===== config.mk =====
export PLATFORM = sky130hd
export DESIGN_NAME = capture_sequencer_flat
export DESIGN_NICKNAME = d
export VERILOG_FILES = /design/src/rtl/capture_sequencer_if.sv /design/src/rtl/capture_sequencer.sv /design/src/flat_wrapper.sv
export SDC_FILE = /design/constraint.sdc
export NUM_CORES = 1
export LEC_CHECK = 0
export ABC_AREA = 0
export CAP_MARGIN = 10
export CORE_AREA = 2 2 114 116
export DETAILED_ROUTE_END_ITERATION = 7
export DIE_AREA = 0 0 116 118
export PLACE_DENSITY_LB_ADDON = 0.2
export SLEW_MARGIN = 20
export SYNTH_ARGS = -nofsm -noshare
export SYNTH_HDL_FRONTEND = slang
export SYNTH_SLANG_ARGS = --single-unit

===== constraint.sdc =====
create_clock -name aclk -period 2.35 [get_ports aclk]
set_input_delay 0.235 -clock aclk [delete_from_list [all_inputs] [get_ports aclk]]
set_output_delay 0.235 -clock aclk [all_outputs]
set_load 0.03 [all_outputs]

===== src/rtl/capture_sequencer_if.sv =====
`default_nettype none
// +-----------------------------------------------------------------------------+
// | capture_sequencer_if                                                        |
// | Control, configuration and capture-grant bundle for capture_sequencer.      |
// | Revision: 1.0                                                               |
// +-----------------------------------------------------------------------------+
interface capture_sequencer_if #(
   parameter int NCHAN        = 8,
   parameter int NBEAMS       = 2,
   parameter int CAP_LEN_BITS = 10,
   parameter int HOLDOFF_BITS = 16
);
   localparam int c_SEL_W = (NCHAN > 1) ? $clog2(NCHAN) : 1;

   logic                    arm_i;
   logic                    disarm_i;
   logic                    auto_rearm_i;
   logic [NCHAN-1:0]        chan_mask_i;
   logic [NBEAMS-1:0]       beam_mask_i;
   logic [CAP_LEN_BITS-1:0] cap_len_i;
   logic [HOLDOFF_BITS-1:0] holdoff_i;
   logic [NBEAMS-1:0]       trig_i;
   logic [c_SEL_W-1:0]      sel_o;
   logic                    cap_valid_o;
   logic                    cap_first_o;
   logic                    cap_last_o;
   logic                    busy_o;
   logic [NBEAMS-1:0]       trig_beams_o;
   logic [15:0]             trig_count_o;

   modport master (
      output arm_i, disarm_i, auto_rearm_i, chan_mask_i, beam_mask_i,
             cap_len_i, holdoff_i, trig_i,
      input  sel_o, cap_valid_o, cap_first_o, cap_last_o, busy_o,
             trig_beams_o, trig_count_o
   );

   modport slave (
      input  arm_i, disarm_i, auto_rearm_i, chan_mask_i, beam_mask_i,
             cap_len_i, holdoff_i, trig_i,
      output sel_o, cap_valid_o, cap_first_o, cap_last_o, busy_o,
             trig_beams_o, trig_count_o
   );
endinterface
`default_nettype wire


===== src/rtl/capture_sequencer.sv =====
`default_nettype none
// +-----------------------------------------------------------------------------+
// | capture_sequencer                                                           |
// | Trigger-driven scheduler granting fixed-length capture bursts to channels.  |
// | Revision: 1.0                                                               |
// +-----------------------------------------------------------------------------+
module capture_sequencer #(
   parameter int NCHAN        = 8,
   parameter int NBEAMS       = 2,
   parameter int CAP_LEN_BITS = 10,
   parameter int HOLDOFF_BITS = 16
) (
   input  logic               aclk,
   input  logic               reset_i,
   capture_sequencer_if.slave bus
);
   localparam int c_SEL_W = (NCHAN > 1) ? $clog2(NCHAN) : 1;

   typedef enum logic [1:0] {
      S_IDLE  = 2'd0,
      S_ARMED = 2'd1,
      S_CAPT  = 2'd2,
      S_HOLD  = 2'd3
   } state_t;

   state_t                  r_state,        w_state_nxt;
   logic [NCHAN-1:0]        r_mask,         w_mask_nxt;
   logic [CAP_LEN_BITS-1:0] r_len,          w_len_nxt;
   logic [HOLDOFF_BITS-1:0] r_holdoff,      w_holdoff_nxt;
   logic [CAP_LEN_BITS-1:0] r_beat,         w_beat_nxt;
   logic [HOLDOFF_BITS-1:0] r_hold_cnt,     w_hold_cnt_nxt;
   logic                    r_run,          w_run_nxt;
   logic                    r_disarm_pend,  w_disarm_pend_nxt;
   logic [c_SEL_W-1:0]      r_sel,          w_sel_nxt;
   logic                    r_cap_valid,    w_cap_valid_nxt;
   logic                    r_cap_first,    w_cap_first_nxt;
   logic                    r_cap_last,     w_cap_last_nxt;
   logic                    r_busy,         w_busy_nxt;
   logic [NBEAMS-1:0]       r_trig_beams,   w_trig_beams_nxt;
   logic [15:0]             r_trig_count,   w_trig_count_nxt;

   logic [NBEAMS-1:0]       w_hit_vec;
   logic                    w_hit;
   logic [c_SEL_W:0]        w_first_scan;
   logic [c_SEL_W:0]        w_next_scan;
   logic [CAP_LEN_BITS-1:0] w_beat_inc;
   logic [CAP_LEN_BITS-1:0] w_len_m1;

   // Returns {found, index} of the lowest set mask bit at or above lo.
   function automatic logic [c_SEL_W:0] f_scan(input logic [NCHAN-1:0] mask, input int lo);
      logic [c_SEL_W:0] res;
      res = '0;
      for (int i = NCHAN - 1; i >= 0; i--) begin
         if (mask[i] && (i >= lo)) begin
            res = {1'b1, c_SEL_W'(i)};
         end
      end
      return res;
   endfunction

   assign w_hit_vec    = bus.trig_i & bus.beam_mask_i;
   assign w_hit        = |w_hit_vec;
   assign w_first_scan = f_scan(r_mask, 0);
   assign w_next_scan  = f_scan(r_mask, int'(r_sel) + 1);
   assign w_beat_inc   = r_beat + CAP_LEN_BITS'(1);
   assign w_len_m1     = r_len - CAP_LEN_BITS'(1);

   always_comb begin
      w_state_nxt       = r_state;
      w_mask_nxt        = r_mask;
      w_len_nxt         = r_len;
      w_holdoff_nxt     = r_holdoff;
      w_beat_nxt        = r_beat;
      w_hold_cnt_nxt    = r_hold_cnt;
      w_run_nxt         = r_run;
      w_disarm_pend_nxt = r_disarm_pend;
      w_sel_nxt         = r_sel;
      w_cap_valid_nxt   = 1'b0;
      w_cap_first_nxt   = 1'b0;
      w_cap_last_nxt    = 1'b0;
      w_trig_beams_nxt  = r_trig_beams;
      w_trig_count_nxt  = r_trig_count;

      case (r_state)
         S_IDLE: begin
            if (bus.arm_i && (bus.chan_mask_i != '0)) begin
               w_state_nxt = S_ARMED;
            end
         end

         S_ARMED: begin
            if (bus.disarm_i) begin
               w_state_nxt = S_IDLE;
            end else if (w_hit) begin
               w_state_nxt      = S_CAPT;
               w_mask_nxt       = bus.chan_mask_i;
               w_len_nxt        = (bus.cap_len_i == '0) ? CAP_LEN_BITS'(1) : bus.cap_len_i;
               w_holdoff_nxt    = bus.holdoff_i;
               w_trig_beams_nxt = w_hit_vec;
               w_run_nxt        = 1'b0;
               w_trig_count_nxt = (r_trig_count == 16'hFFFF) ? r_trig_count
                                                             : r_trig_count + 16'd1;
            end
         end

         S_CAPT: begin
            if (bus.disarm_i) begin
               w_disarm_pend_nxt = 1'b1;
            end
            // The first CAPT cycle only selects the channel; beats follow back to back.
            if (!r_run) begin
               w_run_nxt       = 1'b1;
               w_sel_nxt       = w_first_scan[c_SEL_W-1:0];
               w_beat_nxt      = '0;
               w_cap_valid_nxt = 1'b1;
               w_cap_first_nxt = 1'b1;
               w_cap_last_nxt  = (r_len == CAP_LEN_BITS'(1));
            end else if (r_cap_last) begin
               if (w_next_scan[c_SEL_W]) begin
                  w_sel_nxt       = w_next_scan[c_SEL_W-1:0];
                  w_beat_nxt      = '0;
                  w_cap_valid_nxt = 1'b1;
                  w_cap_first_nxt = 1'b1;
                  w_cap_last_nxt  = (r_len == CAP_LEN_BITS'(1));
               end else begin
                  w_state_nxt    = S_HOLD;
                  w_run_nxt      = 1'b0;
                  w_hold_cnt_nxt = (r_holdoff == '0) ? HOLDOFF_BITS'(1) : r_holdoff;
               end
            end else begin
               w_beat_nxt      = w_beat_inc;
               w_cap_valid_nxt = 1'b1;
               w_cap_last_nxt  = (w_beat_inc == w_len_m1);
            end
         end

         S_HOLD: begin
            if (r_hold_cnt <= HOLDOFF_BITS'(1)) begin
               w_state_nxt       = (bus.auto_rearm_i && !r_disarm_pend && !bus.disarm_i)
                                   ? S_ARMED : S_IDLE;
               w_disarm_pend_nxt = 1'b0;
               w_hold_cnt_nxt    = '0;
            end else begin
               w_hold_cnt_nxt = r_hold_cnt - HOLDOFF_BITS'(1);
            end
         end

         default: begin
            w_state_nxt = S_IDLE;
         end
      endcase

      w_busy_nxt = (w_state_nxt != S_IDLE);
   end

   always_ff @(posedge aclk or posedge reset_i) begin
      if (reset_i) begin
         r_state       <= S_IDLE;
         r_mask        <= '0;
         r_len         <= '0;
         r_holdoff     <= '0;
         r_beat        <= '0;
         r_hold_cnt    <= '0;
         r_run         <= 1'b0;
         r_disarm_pend <= 1'b0;
         r_sel         <= '0;
         r_cap_valid   <= 1'b0;
         r_cap_first   <= 1'b0;
         r_cap_last    <= 1'b0;
         r_busy        <= 1'b0;
         r_trig_beams  <= '0;
         r_trig_count  <= '0;
      end else begin
         r_state       <= w_state_nxt;
         r_mask        <= w_mask_nxt;
         r_len         <= w_len_nxt;
         r_holdoff     <= w_holdoff_nxt;
         r_beat        <= w_beat_nxt;
         r_hold_cnt    <= w_hold_cnt_nxt;
         r_run         <= w_run_nxt;
         r_disarm_pend <= w_disarm_pend_nxt;
         r_sel         <= w_sel_nxt;
         r_cap_valid   <= w_cap_valid_nxt;
         r_cap_first   <= w_cap_first_nxt;
         r_cap_last    <= w_cap_last_nxt;
         r_busy        <= w_busy_nxt;
         r_trig_beams  <= w_trig_beams_nxt;
         r_trig_count  <= w_trig_count_nxt;
      end
   end

   assign bus.sel_o        = r_sel;
   assign bus.cap_valid_o  = r_cap_valid;
   assign bus.cap_first_o  = r_cap_first;
   assign bus.cap_last_o   = r_cap_last;
   assign bus.busy_o       = r_busy;
   assign bus.trig_beams_o = r_trig_beams;
   assign bus.trig_count_o = r_trig_count;

endmodule
`default_nettype wire


===== src/flat_wrapper.sv =====
// flat-port wrapper written by rule: the top's interface ports become plain ports
module capture_sequencer_flat 
#(
   parameter int NCHAN        = 8,
   parameter int NBEAMS       = 2,
   parameter int CAP_LEN_BITS = 10,
   parameter int HOLDOFF_BITS = 16
)
  (aclk, reset_i, bus_arm_i, bus_disarm_i, bus_auto_rearm_i, bus_chan_mask_i, bus_beam_mask_i, bus_cap_len_i, bus_holdoff_i, bus_trig_i, bus_sel_o, bus_cap_valid_o, bus_cap_first_o, bus_cap_last_o, bus_busy_o, bus_trig_beams_o, bus_trig_count_o);
  capture_sequencer_if #(.NCHAN(NCHAN), .NBEAMS(NBEAMS), .CAP_LEN_BITS(CAP_LEN_BITS), .HOLDOFF_BITS(HOLDOFF_BITS)) bus_i ();
  input  logic aclk;
  input  logic reset_i;
  input wire logic [$bits(bus_i.arm_i)-1:0] bus_arm_i;
  input wire logic [$bits(bus_i.disarm_i)-1:0] bus_disarm_i;
  input wire logic [$bits(bus_i.auto_rearm_i)-1:0] bus_auto_rearm_i;
  input wire logic [$bits(bus_i.chan_mask_i)-1:0] bus_chan_mask_i;
  input wire logic [$bits(bus_i.beam_mask_i)-1:0] bus_beam_mask_i;
  input wire logic [$bits(bus_i.cap_len_i)-1:0] bus_cap_len_i;
  input wire logic [$bits(bus_i.holdoff_i)-1:0] bus_holdoff_i;
  input wire logic [$bits(bus_i.trig_i)-1:0] bus_trig_i;
  output wire logic [$bits(bus_i.sel_o)-1:0] bus_sel_o;
  output wire logic [$bits(bus_i.cap_valid_o)-1:0] bus_cap_valid_o;
  output wire logic [$bits(bus_i.cap_first_o)-1:0] bus_cap_first_o;
  output wire logic [$bits(bus_i.cap_last_o)-1:0] bus_cap_last_o;
  output wire logic [$bits(bus_i.busy_o)-1:0] bus_busy_o;
  output wire logic [$bits(bus_i.trig_beams_o)-1:0] bus_trig_beams_o;
  output wire logic [$bits(bus_i.trig_count_o)-1:0] bus_trig_count_o;
  assign bus_i.arm_i = bus_arm_i;
  assign bus_i.disarm_i = bus_disarm_i;
  assign bus_i.auto_rearm_i = bus_auto_rearm_i;
  assign bus_i.chan_mask_i = bus_chan_mask_i;
  assign bus_i.beam_mask_i = bus_beam_mask_i;
  assign bus_i.cap_len_i = bus_cap_len_i;
  assign bus_i.holdoff_i = bus_holdoff_i;
  assign bus_i.trig_i = bus_trig_i;
  assign bus_sel_o = bus_i.sel_o;
  assign bus_cap_valid_o = bus_i.cap_valid_o;
  assign bus_cap_first_o = bus_i.cap_first_o;
  assign bus_cap_last_o = bus_i.cap_last_o;
  assign bus_busy_o = bus_i.busy_o;
  assign bus_trig_beams_o = bus_i.trig_beams_o;
  assign bus_trig_count_o = bus_i.trig_count_o;
  capture_sequencer #(.NCHAN(NCHAN), .NBEAMS(NBEAMS), .CAP_LEN_BITS(CAP_LEN_BITS), .HOLDOFF_BITS(HOLDOFF_BITS)) u_core (.aclk(aclk), .reset_i(reset_i), .bus(bus_i));
endmodule

==> results_dict.tcl <==
set metrics [dict create \
    worstMarginPinSlew_ns 0.485 \
    final-hold-violation-count 0 \
    cts.sinks 89 \
    critical_path_arrival_ns 2.49 \
    worst_setup_path_endpoint "u_core.r_hold_cnt[13]" \
    reg2reg_setup_slack_ns 0.09 \
    max_slew_margin_pct 67.5 \
    finalMaxSlewViolations 0 \
    synth-warning-count 0 \
    final_min_period_over_clock_period_pct 96.2 \
    yosys_register_bits 89 \
    globalRouteTotalUtil_pct 19.3 \
    netlist.area_leader.share_pct 45.5 \
    synth-simple-area-share_pct 25.0 \
    holdWs_ns 0.180 \
    min_path_type "input pin to async pin" \
    syn-instance-count 542 \
    register_area_share_after_synthesis_pct 45.5 \
    finClkSkew_ns 0.00682 \
    chip_height_um 118 \
    postSynthAreaPerCell_um2 9.04 \
    power.static_leakage_nw 2.75 \
    mappedNetlistArea_um2 4900 \
    synth_area_leader_cell "dfrtp_1" \
    place.port_buffers 67 \
    critical_path.endpoint_type "register" \
    htree_levels 3 \
    initial_core_util_pct 39.5 \
    grt_pass1_vias 4332 \
    postSynthNetCount 594 \
    yosys.area_share.xor_xnor_pct 7.15 \
    post_synth_num_cell_types 69 \
    worst_setup_path_startpoint "u_core.bus.sel_o[0]" \
    critPathLaunchType "register" \
    setup.worst_path.class "register to register" \
    report.power.total_w 0.00784 \
    drcViolationCount 0 \
    worstRegToRegCells 8 \
    clk_latency_ns 0.35 \
    floorplan.die_area_um2 13700 \
    synth_compound_area_share_pct 15.9 \
    core.rowCount 41 \
    clk_transition_reported_paths_ns 0.06 \
    core_um2 12400 \
    grt_antenna_before_repair 0 \
    outcome "completed" \
    final-setup-viol-count 0 \
    post_route_cells_drive_above_1_share_pct 12.8 \
    grt_first_pass_wirelength_mm 21.0 \
    tritoncts "built" \
    rr_startpoint "u_core.bus.sel_o[0]" \
    n_fill_cell 1189 \
    critPathRequiredTime_ns 2.58 \
    synth-adder-area-share_pct 2.30 \
    synth_top_family_by_area "simple AND/OR/NAND/NOR gates" \
    synth.top_cells.by_area "dfrtp_1, nand2_1, xnor2_1" \
    timing.fmax_mhz 442 \
    ios 68 \
    wire_per_inst_um 15.5 \
    areaGrowthSynthToFinish_pct 29.5 \
    cts.path.max_buffers 2 \
    totalWireLength_mm 12.5 \
    muxShareOfSynthArea_pct 0.919 \
    number_of_clock_buffers_inserted_by_tritoncts 9 \
    dp.final_hpwl_mm 9.07 \
    globalRouteOverflowTotal 0 \
    power_density_of_the_placed_cells_nw_per_um2 1240 \
    synth_top_flop_cell "dfrtp_1" \
    cts_hold_buffers 0 \
    diodes 0 \
    drv.max_cap_violation_count 0 \
    path_max_fanout 5 \
    period_needed_ns 2.26 \
    drt-initial-drc-count 197 \
    clock_tree.root_cell "clkbuf_16" \
    chipWidth_um 116 \
    weighted_congestion_reported_at_the_end_of_routability_driven_placement 0.952 \
    drt_first_pass_iters 4 \
    synth_enable_flop_cells 0 \
    via_count 4289 \
    power.ir.vdd_worst_v 0.000686 \
    finish.net_count 687 \
    grt_setup_unrepaired "yes" \
    postSynth.asyncResetShare_pct 100 \
    worstReg2RegEnd "u_core.r_hold_cnt[13]" \
    via_per_inst 5.29 \
    grt_max_degree 46 \
    postRouteAntennaNets 0 \
]
==> through the flow <==
step	worst slack, ns	utilization (%)	TNS [ns]	cells	cell area [um^2]
floorplan	-0.188	-	-0.188	542	4900
global placement	0.0314	48.0	0	793	5960
detailed placement	-0.0429	48.0	-0.0429	793	5960
CTS	0.0144	50.4	0	808	6250
global route	-0.0248	51.1	-0.0248	811	6350
finish	0.0884	51.1	0	811	6350
==> cell families (layout without fill, tap and decap cells) <==
kind of cell / after synthesis / after routing
xor+xnor: 40 / 40
simple gates: 260 / 260
mux: 4 / 4
buf+inv: 36 / 133
compound gates: 104 / 104
fa+ha+maj: 9 / 9
flops: 89 / 89
==> synthesized netlist by cell type (5+ instances only) <==
cell      count
nand2_1     142
dfrtp_1      89
xnor2_1      27
nor2_1       26
o21ai_0      24
nand3_1      20
inv_1        17
nor3_1       15
a21oi_1      14
xor2_1       13
clkbuf_1     11
nor4_1       11
ha_1          9
nand2b_1      6
o211ai_1      6
a221o_1       5
a31oi_1       5
nand4_1       5
==> per-layer routing <==
metal	global-route usage [%]	share of wire, %	vias up
met5	0	0	-
met1	25.0	45	2066
li1	-	-	2089
met3	6.02	5.2	23
met4	5.06	2.0	0
met2	31.0	48	111
==> flip-flops by register name, summed over array words and instances, names as in the netlist <==
name and cells:
u_core.r_mask 8, u_core.r_holdoff 16, u_core.bus.cap_last_o 1, u_core.bus.trig_beams_o 2, u_core.bus.sel_o 3, u_core.bus.cap_valid_o 1, u_core.r_hold_cnt 16, u_core.r_beat 10
u_core.bus.trig_count_o 16, u_core.r_run 1, u_core.bus.busy_o 1, u_core.bus.cap_first_o 1, u_core.r_len 10, u_core.r_state 2, u_core.r_disarm_pend 1
==> critical path: stages (launching register included) <==
cell,delay [ns]
dfrtp_2,0.40
inv_1,0.06
ha_1,0.33
a21oi_1,0.19
a21boi_2,0.21
o2111a_2,0.24
and2_4,0.16
mux2_4,0.29
a221o_1,0.28
==> report_power, final <==
| part | internal (W) | switching [W] | leakage [nW] |
|---|---|---|---|
| clock | 0.000818 | 0.000601 | 0.142 |
| combinational | 0.00174 | 0.00196 | 1.48 |
| sequential | 0.00208 | 0.000642 | 1.13 |
| total | 0.00464 | 0.00320 | 2.75 |
==> how the worst min path moves through the flow <==
stage / end / depth (start not counted)
6_report: u_core.r_holdoff[7] / 2
5_1_grt: u_core.r_holdoff[4] / 2
4_1_cts: u_core.r_holdoff[7] / 2
3_5_place_dp: u_core.bus.trig_beams_o[0] / 2
3_3_place_gp: u_core.bus.trig_beams_o[1] / 2
2_1_floorplan: u_core.r_holdoff[0] / 2
==> final cells by class <==
| cell class | instances | area (um^2) | area share, % |
|---|---|---|---|
| Inverter | 17 | 67.6 | 1.06 |
| Clock buffer | 10 | 229 | 3.61 |
| Timing Repair Buffer | 101 | 985 | 15.5 |
| Clock inverter | 5 | 57.6 | 0.907 |
| Sequential cell | 89 | 2230 | 35.1 |
| Tap cell | 172 | 215 | 3.39 |
| Multi-Input combinational cell | 417 | 2560 | 40.4 |
==> layout by cell type (no fill, tap or decap), types with 8 or more instances in the layout <==
cell type	count
nor4_1	11
nor2_1	26
xnor2_1	26
buf_4	29
o21ai_0	21
inv_1	16
nand3_1	19
ha_1	8
a21oi_1	14
clkdlybuf4s50_1	67
nor3_1	15
xor2_1	13
nand2_1	142
dfrtp_1	87
clkbuf_16	10
==> repair_timing <==
action	in CTS	in global routing
setup buffers	0	2
setup endpoints to repair	1	23
resized for setup	1	15
pin swaps	0	2
cloned	0	1
Power figures use the tool's default switching activity.
